## src/rtl/gpio_in_ctrl_if.sv

```systemverilog
// Register bus for the GPIO input block.
//   we, re   : write / read strobes
//   addr     : register select (0 DATA, 1 RISE_EN, 2 FALL_EN, 3 STATUS)
//   data_in  : write data
//   data_out : registered read data
// The master modport drives requests; the slave modport returns read data.
interface gpio_in_ctrl_if;
  logic        we;
  logic        re;
  logic [1:0]  addr;
  logic [31:0] data_in;
  logic [31:0] data_out;

  modport master (output we, re, addr, data_in, input data_out);
  modport slave  (input we, re, addr, data_in, output data_out);
endinterface

```

## src/rtl/gpio_in_ctrl.sv

```systemverilog
// GPIO input peripheral: synchronises and debounces WIDTH external pins,
// exposes the debounced value as a read-only register, and latches per-bit
// rising/falling edges into a sticky W1C STATUS register driving a level irq.
//   clk     : system clock, rising edge
//   reset   : synchronous, active-low
//   bus     : register bus (slave side)
//   gpio_in : asynchronous external pins
//   irq     : high while any STATUS bit is set

// Per-pin synchroniser + debouncer.  prev_deb is the debounced value one
// cycle earlier, used by the top level for edge detection.
module gpio_in_bit #(
  parameter int DEBOUNCE = 4,
  parameter int CNT_W    = 8
) (
  input  logic clk,
  input  logic reset,
  input  logic pin,
  output logic deb,
  output logic prev_deb
);
  localparam logic [CNT_W-1:0] LAST = (DEBOUNCE > 1) ? CNT_W'(DEBOUNCE - 1) : '0;

  logic             sync1, sync2;
  logic [CNT_W-1:0] cnt;

  always_ff @(posedge clk) begin
    if (!reset) begin
      sync1    <= 1'b0;
      sync2    <= 1'b0;
      deb      <= 1'b0;
      prev_deb <= 1'b0;
      cnt      <= '0;
    end else begin
      sync1    <= pin;
      sync2    <= sync1;
      prev_deb <= deb;
      if (DEBOUNCE <= 1) begin
        deb <= sync2;
        cnt <= '0;
      end else if (sync2 != deb) begin
        // deb flips on the Nth consecutive mismatch cycle
        if (cnt == LAST) begin
          deb <= sync2;
          cnt <= '0;
        end else begin
          cnt <= cnt + CNT_W'(1);
        end
      end else begin
        cnt <= '0;
      end
    end
  end
endmodule

module gpio_in_ctrl #(
  parameter int WIDTH    = 32,
  parameter int DEBOUNCE = 4,
  parameter int CNT_W    = 8
) (
  input  logic             clk,
  input  logic             reset,
  gpio_in_ctrl_if.slave    bus,
  input  logic [WIDTH-1:0] gpio_in,
  output logic             irq
);
  logic [WIDTH-1:0] deb, prev_deb;
  logic [WIDTH-1:0] rise_en, fall_en, status;
  logic [WIDTH-1:0] rise, fall, w1c_mask, din;
  logic [31:0]      rd_mux, data_out;

  gpio_in_bit #(.DEBOUNCE(DEBOUNCE), .CNT_W(CNT_W)) u_bit [WIDTH-1:0] (
    .clk      (clk),
    .reset    (reset),
    .pin      (gpio_in),
    .deb      (deb),
    .prev_deb (prev_deb)
  );

  assign din      = bus.data_in[WIDTH-1:0];
  assign rise     = deb & ~prev_deb & rise_en;
  assign fall     = ~deb & prev_deb & fall_en;
  assign w1c_mask = (bus.we && bus.addr == 2'd3) ? din : '0;

  always_comb begin
    rd_mux = '0;
    case (bus.addr)
      2'd0: rd_mux = 32'(deb);
      2'd1: rd_mux = 32'(rise_en);
      2'd2: rd_mux = 32'(fall_en);
      2'd3: rd_mux = 32'(status);
      default: rd_mux = '0;
    endcase
  end

  always_ff @(posedge clk) begin
    if (!reset) begin
      rise_en  <= '0;
      fall_en  <= '0;
      status   <= '0;
      data_out <= '0;
    end else begin
      if (bus.we && bus.addr == 2'd1) rise_en <= din;
      if (bus.we && bus.addr == 2'd2) fall_en <= din;
      // new events are OR-ed in after the clear, so a same-cycle set wins
      status   <= (status & ~w1c_mask) | rise | fall;
      // rd_mux holds pre-edge values, so reads see state before any write
      data_out <= bus.re ? rd_mux : 32'd0;
    end
  end

  assign bus.data_out = data_out;
  assign irq          = |status;
endmodule

```

## src/flat_wrapper.sv

```systemverilog
// flat-port wrapper written by rule: the top's interface ports become plain ports
module gpio_in_ctrl_flat 
#(
  parameter int WIDTH    = 32,
  parameter int DEBOUNCE = 4,
  parameter int CNT_W    = 8
)
  (clk, reset, gpio_in, irq, bus_we, bus_re, bus_addr, bus_data_in, bus_data_out);
  gpio_in_ctrl_if bus_i ();
  input  logic clk;
  input  logic reset;
  input  logic [WIDTH-1:0] gpio_in;
  output logic irq;
  input wire logic [$bits(bus_i.we)-1:0] bus_we;
  input wire logic [$bits(bus_i.re)-1:0] bus_re;
  input wire logic [$bits(bus_i.addr)-1:0] bus_addr;
  input wire logic [$bits(bus_i.data_in)-1:0] bus_data_in;
  output wire logic [$bits(bus_i.data_out)-1:0] bus_data_out;
  assign bus_i.we = bus_we;
  assign bus_i.re = bus_re;
  assign bus_i.addr = bus_addr;
  assign bus_i.data_in = bus_data_in;
  assign bus_data_out = bus_i.data_out;
  gpio_in_ctrl #(.WIDTH(WIDTH), .DEBOUNCE(DEBOUNCE), .CNT_W(CNT_W)) u_core (.clk(clk), .reset(reset), .bus(bus_i), .gpio_in(gpio_in), .irq(irq));
endmodule
```

## config.mk

```make
export PLATFORM = sky130hd
export DESIGN_NAME = gpio_in_ctrl_flat
export DESIGN_NICKNAME = d
export VERILOG_FILES = /design/src/rtl/gpio_in_ctrl_if.sv /design/src/rtl/gpio_in_ctrl.sv /design/src/flat_wrapper.sv
export SDC_FILE = /design/constraint.sdc
export NUM_CORES = 1
export LEC_CHECK = 0
export CORE_MARGIN = 1.5
export CORE_UTILIZATION = 43
export DETAILED_ROUTE_END_ITERATION = 10
export PLACE_DENSITY = 0.62
export SLEW_MARGIN = 20
export SYNTH_ARGS = -nofsm -noshare
export SYNTH_HDL_FRONTEND = slang
export SYNTH_HIERARCHICAL = 1
export SYNTH_SLANG_ARGS = --single-unit
```

## constraint.sdc

```tcl
create_clock -name clk -period 1.85 [get_ports clk]
set_input_delay 0.555 -clock clk [delete_from_list [all_inputs] [get_ports clk]]
set_output_delay 0.555 -clock clk [all_outputs]
set_load 0.01 [all_outputs]
```

[Word level (Yosys, flattened, before mapping)]
Cells that the tools add are included.
Word-level totals
  register bits after elaboration: 512
  output and inout port bits: 33
  logic and storage cells: 378
Operators by class
  add/sub/neg operators: 32
  eq/ne operators: 67
  multiplexer cells: 2
  bitwise logic cells: 43
  reduce and logical (&&, ||, !) cells: 70
Operator list (count)
  8-bit by 1-bit adder with 8-bit output (second input constant): 32
  8-bit by 2-bit equality test with 1-bit output (second input constant): 32
  32-bit bitwise AND: 5
  32-bit case mux with 4 select lines: 1
  32-bit NOT: 3
  3-bit OR reduction: 32
  2-bit AND reduction: 33
  32-bit bitwise OR: 2
  1-bit NOT: 33
  32-bit 2-to-1 mux: 1
  1-bit inequality test: 32
  32-bit OR reduction: 1
  2-bit equality test (second input constant): 2
  1-bit logical AND: 3
  2-bit by 1-bit equality test with 1-bit output (second input constant): 1
  2-bit logical NOT: 1

[Depth between registers and ports, before layout]
  depth after elaboration: 7
  gate-level depth with buffers: 6
  mapped depth without buffers: 4

[Hierarchy]
The synthesis kept the hierarchy.
By module, submodules not included
  gpio_in_bit at u_core.u_bit[0] ...: instances 31, cells each 50, area an instance 479.2 µm²
  gpio_in_ctrl: instances 1, cells each 602, area an instance 5845.6 µm²
  gpio_in_bit at u_core.u_bit[8]: instances 1, cells each 51, area an instance 499.2 µm²

[Worst setup path after synthesis]
No wires, ideal clock.
  kind: input to register
  start point: input port bus_addr[1]
  end point: register u_core.data_out[26] (netlist: u_core/bus.data_out[26])
  setup time: 0.115 ns
  data arrival time: 1.490 ns
  required time: 1.735 ns
  path slack: 0.244 ns
  stages: 4
  cells stage by stage: buf_6 buf_6 mux4_2 and3_1
Between the ends
  word-level cells in the longest chain between the ends: 2
  elaborated cells on any way between the ends: 5
  classes of those cells: eq/ne (3); mux (1); reduce/logical (1)
RTL lines
  from (decl): RTL line flat_wrapper.sv:16  | input wire logic [$bits(bus_i.addr)-1:0] bus_addr;
  2-bit equality test, or another cell as far along: RTL line gpio_in_ctrl.sv:87  | case (bus.addr)
  32-bit case mux with 4 select lines *: RTL line gpio_in_ctrl.sv:87
  to (signal assigned): RTL line gpio_in_ctrl.sv:108  | data_out <= bus.re ? rd_mux : 32'd0;
  to (decl): RTL line gpio_in_ctrl.sv:70  | logic [31:0] rd_mux, data_out;
Every way passes the cells marked *; elsewhere a longest branch is shown, timed or not.
A chain may end at the register's enable or synchronous reset.

[Worst setup path after layout]
  start point: register u_core.status[30]
  end point: output port irq
Between the ends
  word-level cells in the longest chain between the ends: 1
RTL lines
  from (decl): RTL line gpio_in_ctrl.sv:68  | logic [WIDTH-1:0] rise_en, fall_en, status;
  from (signal assigned): RTL line gpio_in_ctrl.sv:106  | status <= (status & ~w1c_mask) | rise | fall;
  32-bit OR reduction: RTL line gpio_in_ctrl.sv:113  | assign irq = |status;
  to (decl): RTL line flat_wrapper.sv:13  | output logic irq;
No other way between the ends.

==> metrics.txt <==
# TYPE chip_impl_metric gauge
chip_impl_metric{name="synthDistinctLibCells",unit=""} 37
chip_impl_info{name="synthTopCellsByCount",value="dfxtp_1, nand2_1, nor2_1, o21ai_0, or3_1"} 1
chip_impl_info{name="synthTopCellsByArea",value="dfxtp_1, or3_1, xor2_1, o21ai_0, ha_1"} 1
chip_impl_metric{name="drt-initial-drc-count",unit=""} 737
chip_impl_metric{name="drc",unit=""} 0
chip_impl_metric{name="die_h",unit="um"} 225
chip_impl_metric{name="setup_ws",unit="ps"} -639
chip_impl_metric{name="insertion_delay",unit="ps"} 590
chip_impl_metric{name="clk_pin_slew_worst_paths",unit="ps"} 60
chip_impl_metric{name="die_x",unit="um"} 225
chip_impl_metric{name="dr.pass1.iters",unit=""} 5
chip_impl_metric{name="wl_per_instance",unit="um"} 14.3
chip_impl_info{name="violations",value="negative setup slack"} 1
chip_impl_metric{name="cts.repair_timing.setup_buffer_count",unit=""} 0
chip_impl_metric{name="final_layout_size_suffix_gt1_share",unit="%"} 12.1
chip_impl_metric{name="global_route_wire_length_before_repair",unit="mm"} 74.7
chip_impl_metric{name="dp_hpwl",unit="mm"} 30.9
chip_impl_metric{name="std_cell_rows",unit=""} 81
chip_impl_metric{name="via_per_inst",unit=""} 5.09
chip_impl_metric{name="synthMuxAreaShare",unit="%"} 3.51
chip_impl_metric{name="synthDominantCellAreaShare",unit="%"} 48.3
chip_impl_info{name="synth_top_area_cell",value="dfxtp_1"} 1
chip_impl_info{name="status",value="finished with violations"} 1
chip_impl_metric{name="max_cap_viol_count",unit=""} 0
chip_impl_metric{name="syn-cell-area",unit="um^2"} 21200
chip_impl_metric{name="maxClockFrequency",unit="MHz"} 402
chip_impl_metric{name="p_switching",unit="mW"} 4.73
chip_impl_metric{name="fraction_of_the_mapped_netlist_area_in_compound_gates",unit="%"} 13.8
chip_impl_metric{name="number_of_antenna_violations_at_the_first_check_in_global_routing",unit=""} 4
chip_impl_info{name="tritoncts_clock_tree",value="built"} 1
chip_impl_metric{name="final_cells",unit=""} 3122
chip_impl_metric{name="post_synth.cell_area_avg",unit="um^2"} 9.62
chip_impl_info{name="yosys_most_used_dff",value="dfxtp_1"} 1
chip_impl_metric{name="h-tree-depth",unit=""} 2
chip_impl_metric{name="slew-limit-headroom",unit="%"} 72.6
chip_impl_metric{name="required_time_of_the_critical_path",unit="ps"} 1290
chip_impl_metric{name="sequentialPowerShare",unit="%"} 50.0
chip_impl_info{name="critical_path_class",value="flop to output port"} 1
chip_impl_metric{name="placed_cells_incl_taps",unit=""} 3030
chip_impl_metric{name="total_die_area",unit="um^2"} 50600
chip_impl_metric{name="ctsHoldBuffers",unit=""} 0
chip_impl_metric{name="net_count_synth",unit=""} 2336
chip_impl_metric{name="grt.met2_usage",unit="%"} 29.6
chip_impl_metric{name="synth_xor_area_share",unit="%"} 5.25
chip_impl_metric{name="drt-total-wl",unit="mm"} 44.5
chip_impl_metric{name="global_routing_met1_resource_utilization",unit="%"} 23.5
chip_impl_metric{name="p_comb_share",unit="%"} 3.7
chip_impl_metric{name="globalplace.congestion",unit=""} 0.828
chip_impl_metric{name="grt_use_total",unit="%"} 17.8
chip_impl_metric{name="final_nets",unit=""} 2554
chip_impl_metric{name="drv_slew",unit=""} 0
chip_impl_info{name="holdCritPathClass",value="primary input to flop"} 1
chip_impl_metric{name="post_synth_inst_count",unit=""} 2203
chip_impl_metric{name="critPathMaxFanout",unit=""} 2
chip_impl_info{name="globalRoute.busiestLayer",value="met2"} 1
chip_impl_metric{name="finalWorstPathRequiredPeriod",unit="ps"} 2490
chip_impl_info{name="clk_root_buffer_cell",value="clkbuf_16"} 1
chip_impl_metric{name="synth-adder-area-share",unit="%"} 3.72
chip_impl_metric{name="area_delta_synth_final",unit="%"} 20.3
chip_impl_info{name="start_kind",value="flop"} 1
chip_impl_metric{name="synth-edff-count",unit=""} 0
chip_impl_metric{name="power.leakage",unit="nW"} 9.54
chip_impl_metric{name="netSwitchingFraction",unit="%"} 21.0
chip_impl_metric{name="p_per_area",unit="nW/um^2"} 882
chip_impl_metric{name="grt_pass1_vias",unit=""} 15200
chip_impl_metric{name="finalPower",unit="mW"} 22.5
chip_impl_metric{name="port_buffers",unit=""} 102
chip_impl_metric{name="grt_start_max_net_pins",unit=""} 61
chip_impl_metric{name="total_core_area",unit="um^2"} 48700
chip_impl_metric{name="internal_power",unit="mW"} 17.8
chip_impl_metric{name="clock_skew",unit="ps"} 21.9
chip_impl_metric{name="ir_worst_vdd",unit="V"} 0.000652
chip_impl_metric{name="vias",unit=""} 15900
chip_impl_info{name="synth_top_family_by_area",value="simple AND/OR/NAND/NOR gates"} 1
chip_impl_metric{name="slew_at_the_pin_closest_to_its_max_slew_limit",unit="ps"} 409
chip_impl_metric{name="ys_seq_area_share",unit="%"} 48.3
chip_impl_info{name="top_count_cell_post_synth",value="dfxtp_1"} 1
chip_impl_metric{name="longest_clk_path_bufs",unit=""} 3
chip_impl_metric{name="clockPowerShare",unit="%"} 46.3
chip_impl_metric{name="hold_viol",unit=""} 0
chip_impl_metric{name="gr-usage-met3",unit="%"} 4.05
chip_impl_metric{name="timing.reg2reg.setup_slack",unit="ps"} 130
chip_impl_metric{name="synth_warnings",unit=""} 6
chip_impl_metric{name="arrival_worst_endpoint",unit="ps"} 1930
chip_impl_info{name="timing.critical_path.to_type",value="output port"} 1
chip_impl_metric{name="drtAntennaViolNets",unit=""} 0
chip_impl_metric{name="postSynthRegisterBits",unit=""} 512
chip_impl_metric{name="cts_buffers",unit=""} 54
chip_impl_metric{name="top_level_ports",unit=""} 103
chip_impl_metric{name="overflow",unit=""} 0
chip_impl_metric{name="initial_utilization",unit="%"} 43.5
chip_impl_metric{name="final_min_period_over_clock_period",unit="%"} 135
chip_impl_metric{name="numClockSinks",unit=""} 512
chip_impl_info{name="grt_setup_unrepaired",value="yes"} 1
chip_impl_metric{name="ys_async_sr_fraction",unit="%"} 0
chip_impl_metric{name="synthSimpleGateAreaFrac",unit="%"} 22.5
chip_impl_metric{name="finalSetupViolations",unit=""} 1
-- final cells by class --
type / count / area [um^2]
flip-flops and latches: 512 / 10300
multi-input cells: 1553 / 10400
fillers: 4404 / 23200
inverters: 96 / 360
clock inverters: 15 / 131
diodes: 4 / 10.0
well taps: 664 / 831
clock buffers: 74 / 1580
repair buffers: 204 / 1940
-- placed cells by master (no fill, tap or decap), types with 32 or more instances in the layout --
cell type / n
clkdlybuf4s50_1: 66
clkbuf_16: 55
dfxtp_1: 507
nand2_1: 195
buf_4: 86
and2_1: 96
or3_1: 158
nor2_1: 159
a21boi_0: 73
a21boi_1: 54
o21a_1: 32
and3_1: 33
xor2_1: 96
nand3b_1: 32
ha_1: 63
nand3_1: 128
a21oi_1: 97
inv_1: 96
o21ai_0: 159
nand4_1: 34
-- worst max-delay path, stage by stage (launching register included) --
cell	delay, ps
dfxtp_2	320
nor4_2	260
buf_4	150
nand4_1	190
or2_4	310
buf_6	120
-- through the flow --
| stage | area, um^2 | TNS [ps] | worst slack [ps] | util (%) | hold slack (ps) |
|---|---|---|---|---|---|
| floorplan | 21200 | 0 | 244 | - | 412 |
| global placement | 23800 | -1780 | -655 | 48.8 | 416 |
| detailed placement | 23800 | -3140 | -617 | 48.8 | 419 |
| CTS | 25500 | -782 | -782 | 52.2 | 343 |
| global route | 25500 | -734 | -734 | 52.3 | 357 |
| finish | 25500 | -639 | -639 | 52.3 | 374 |
-- flip-flops by register name, summed over array words and instances, names as in the netlist --
register and count:
u_core/bus.data_out 32, u_core/rise_en 32, u_core/status 32, u_core/u_bit/sync1 32
u_core/u_bit/sync2 32, u_core/u_bit/cnt 256, u_core/fall_en 32, u_core/u_bit/prev_deb 32
u_core/u_bit/deb 32
-- power by group through the flow --
stage          clock network, mW  registers [mW]  logic, mW
6_report                    10.4            11.2      0.841
5_1_grt                     11.2            11.3      0.923
4_1_cts                     10.8            11.2      0.855
3_5_place_dp                   0            11.5      0.854
3_3_place_gp                   0            11.5      0.845
2_1_floorplan                  0            11.5      0.380
-- timing repair --
item                       4_1_cts  5_1_grt
pin swaps                        4        3
setup endpoints to repair       33        5
resized for setup               43        8
cloned                           0        0
-- per-layer routing --
| metal | part of all wire [%] | up-vias |
|---|---|---|
| met5 | 0.061 | - |
| met4 | 1.7 | 4 |
| met3 | 4.4 | 62 |
| met2 | 47 | 203 |
| met1 | 47 | 7461 |
| li1 | - | 8175 |
-- path summary, 6_finish.rpt --
path	startpoint	end	cells after the start
max	u_core/status[30]	irq	5
min reg2reg	u_core/u_bit[31]/sync1	u_core/u_bit[31]/sync2	1
min	reset	u_core/rise_en[29]	2
max reg2reg	u_core/u_bit[13]/cnt[1]	u_core/u_bit[13]/cnt[4]	4
-- kinds of logic (layout without fill, tap and decap cells) --
group,Yosys count,count (layout)
simple gates,881,881
flops,512,512
compound gates,450,450
buf+inv,138,389
xor+xnor,127,127
fa+ha+maj,63,63
mux,32,32
other cells,0,4
Note: power is estimated with default switching activity, not from simulation.
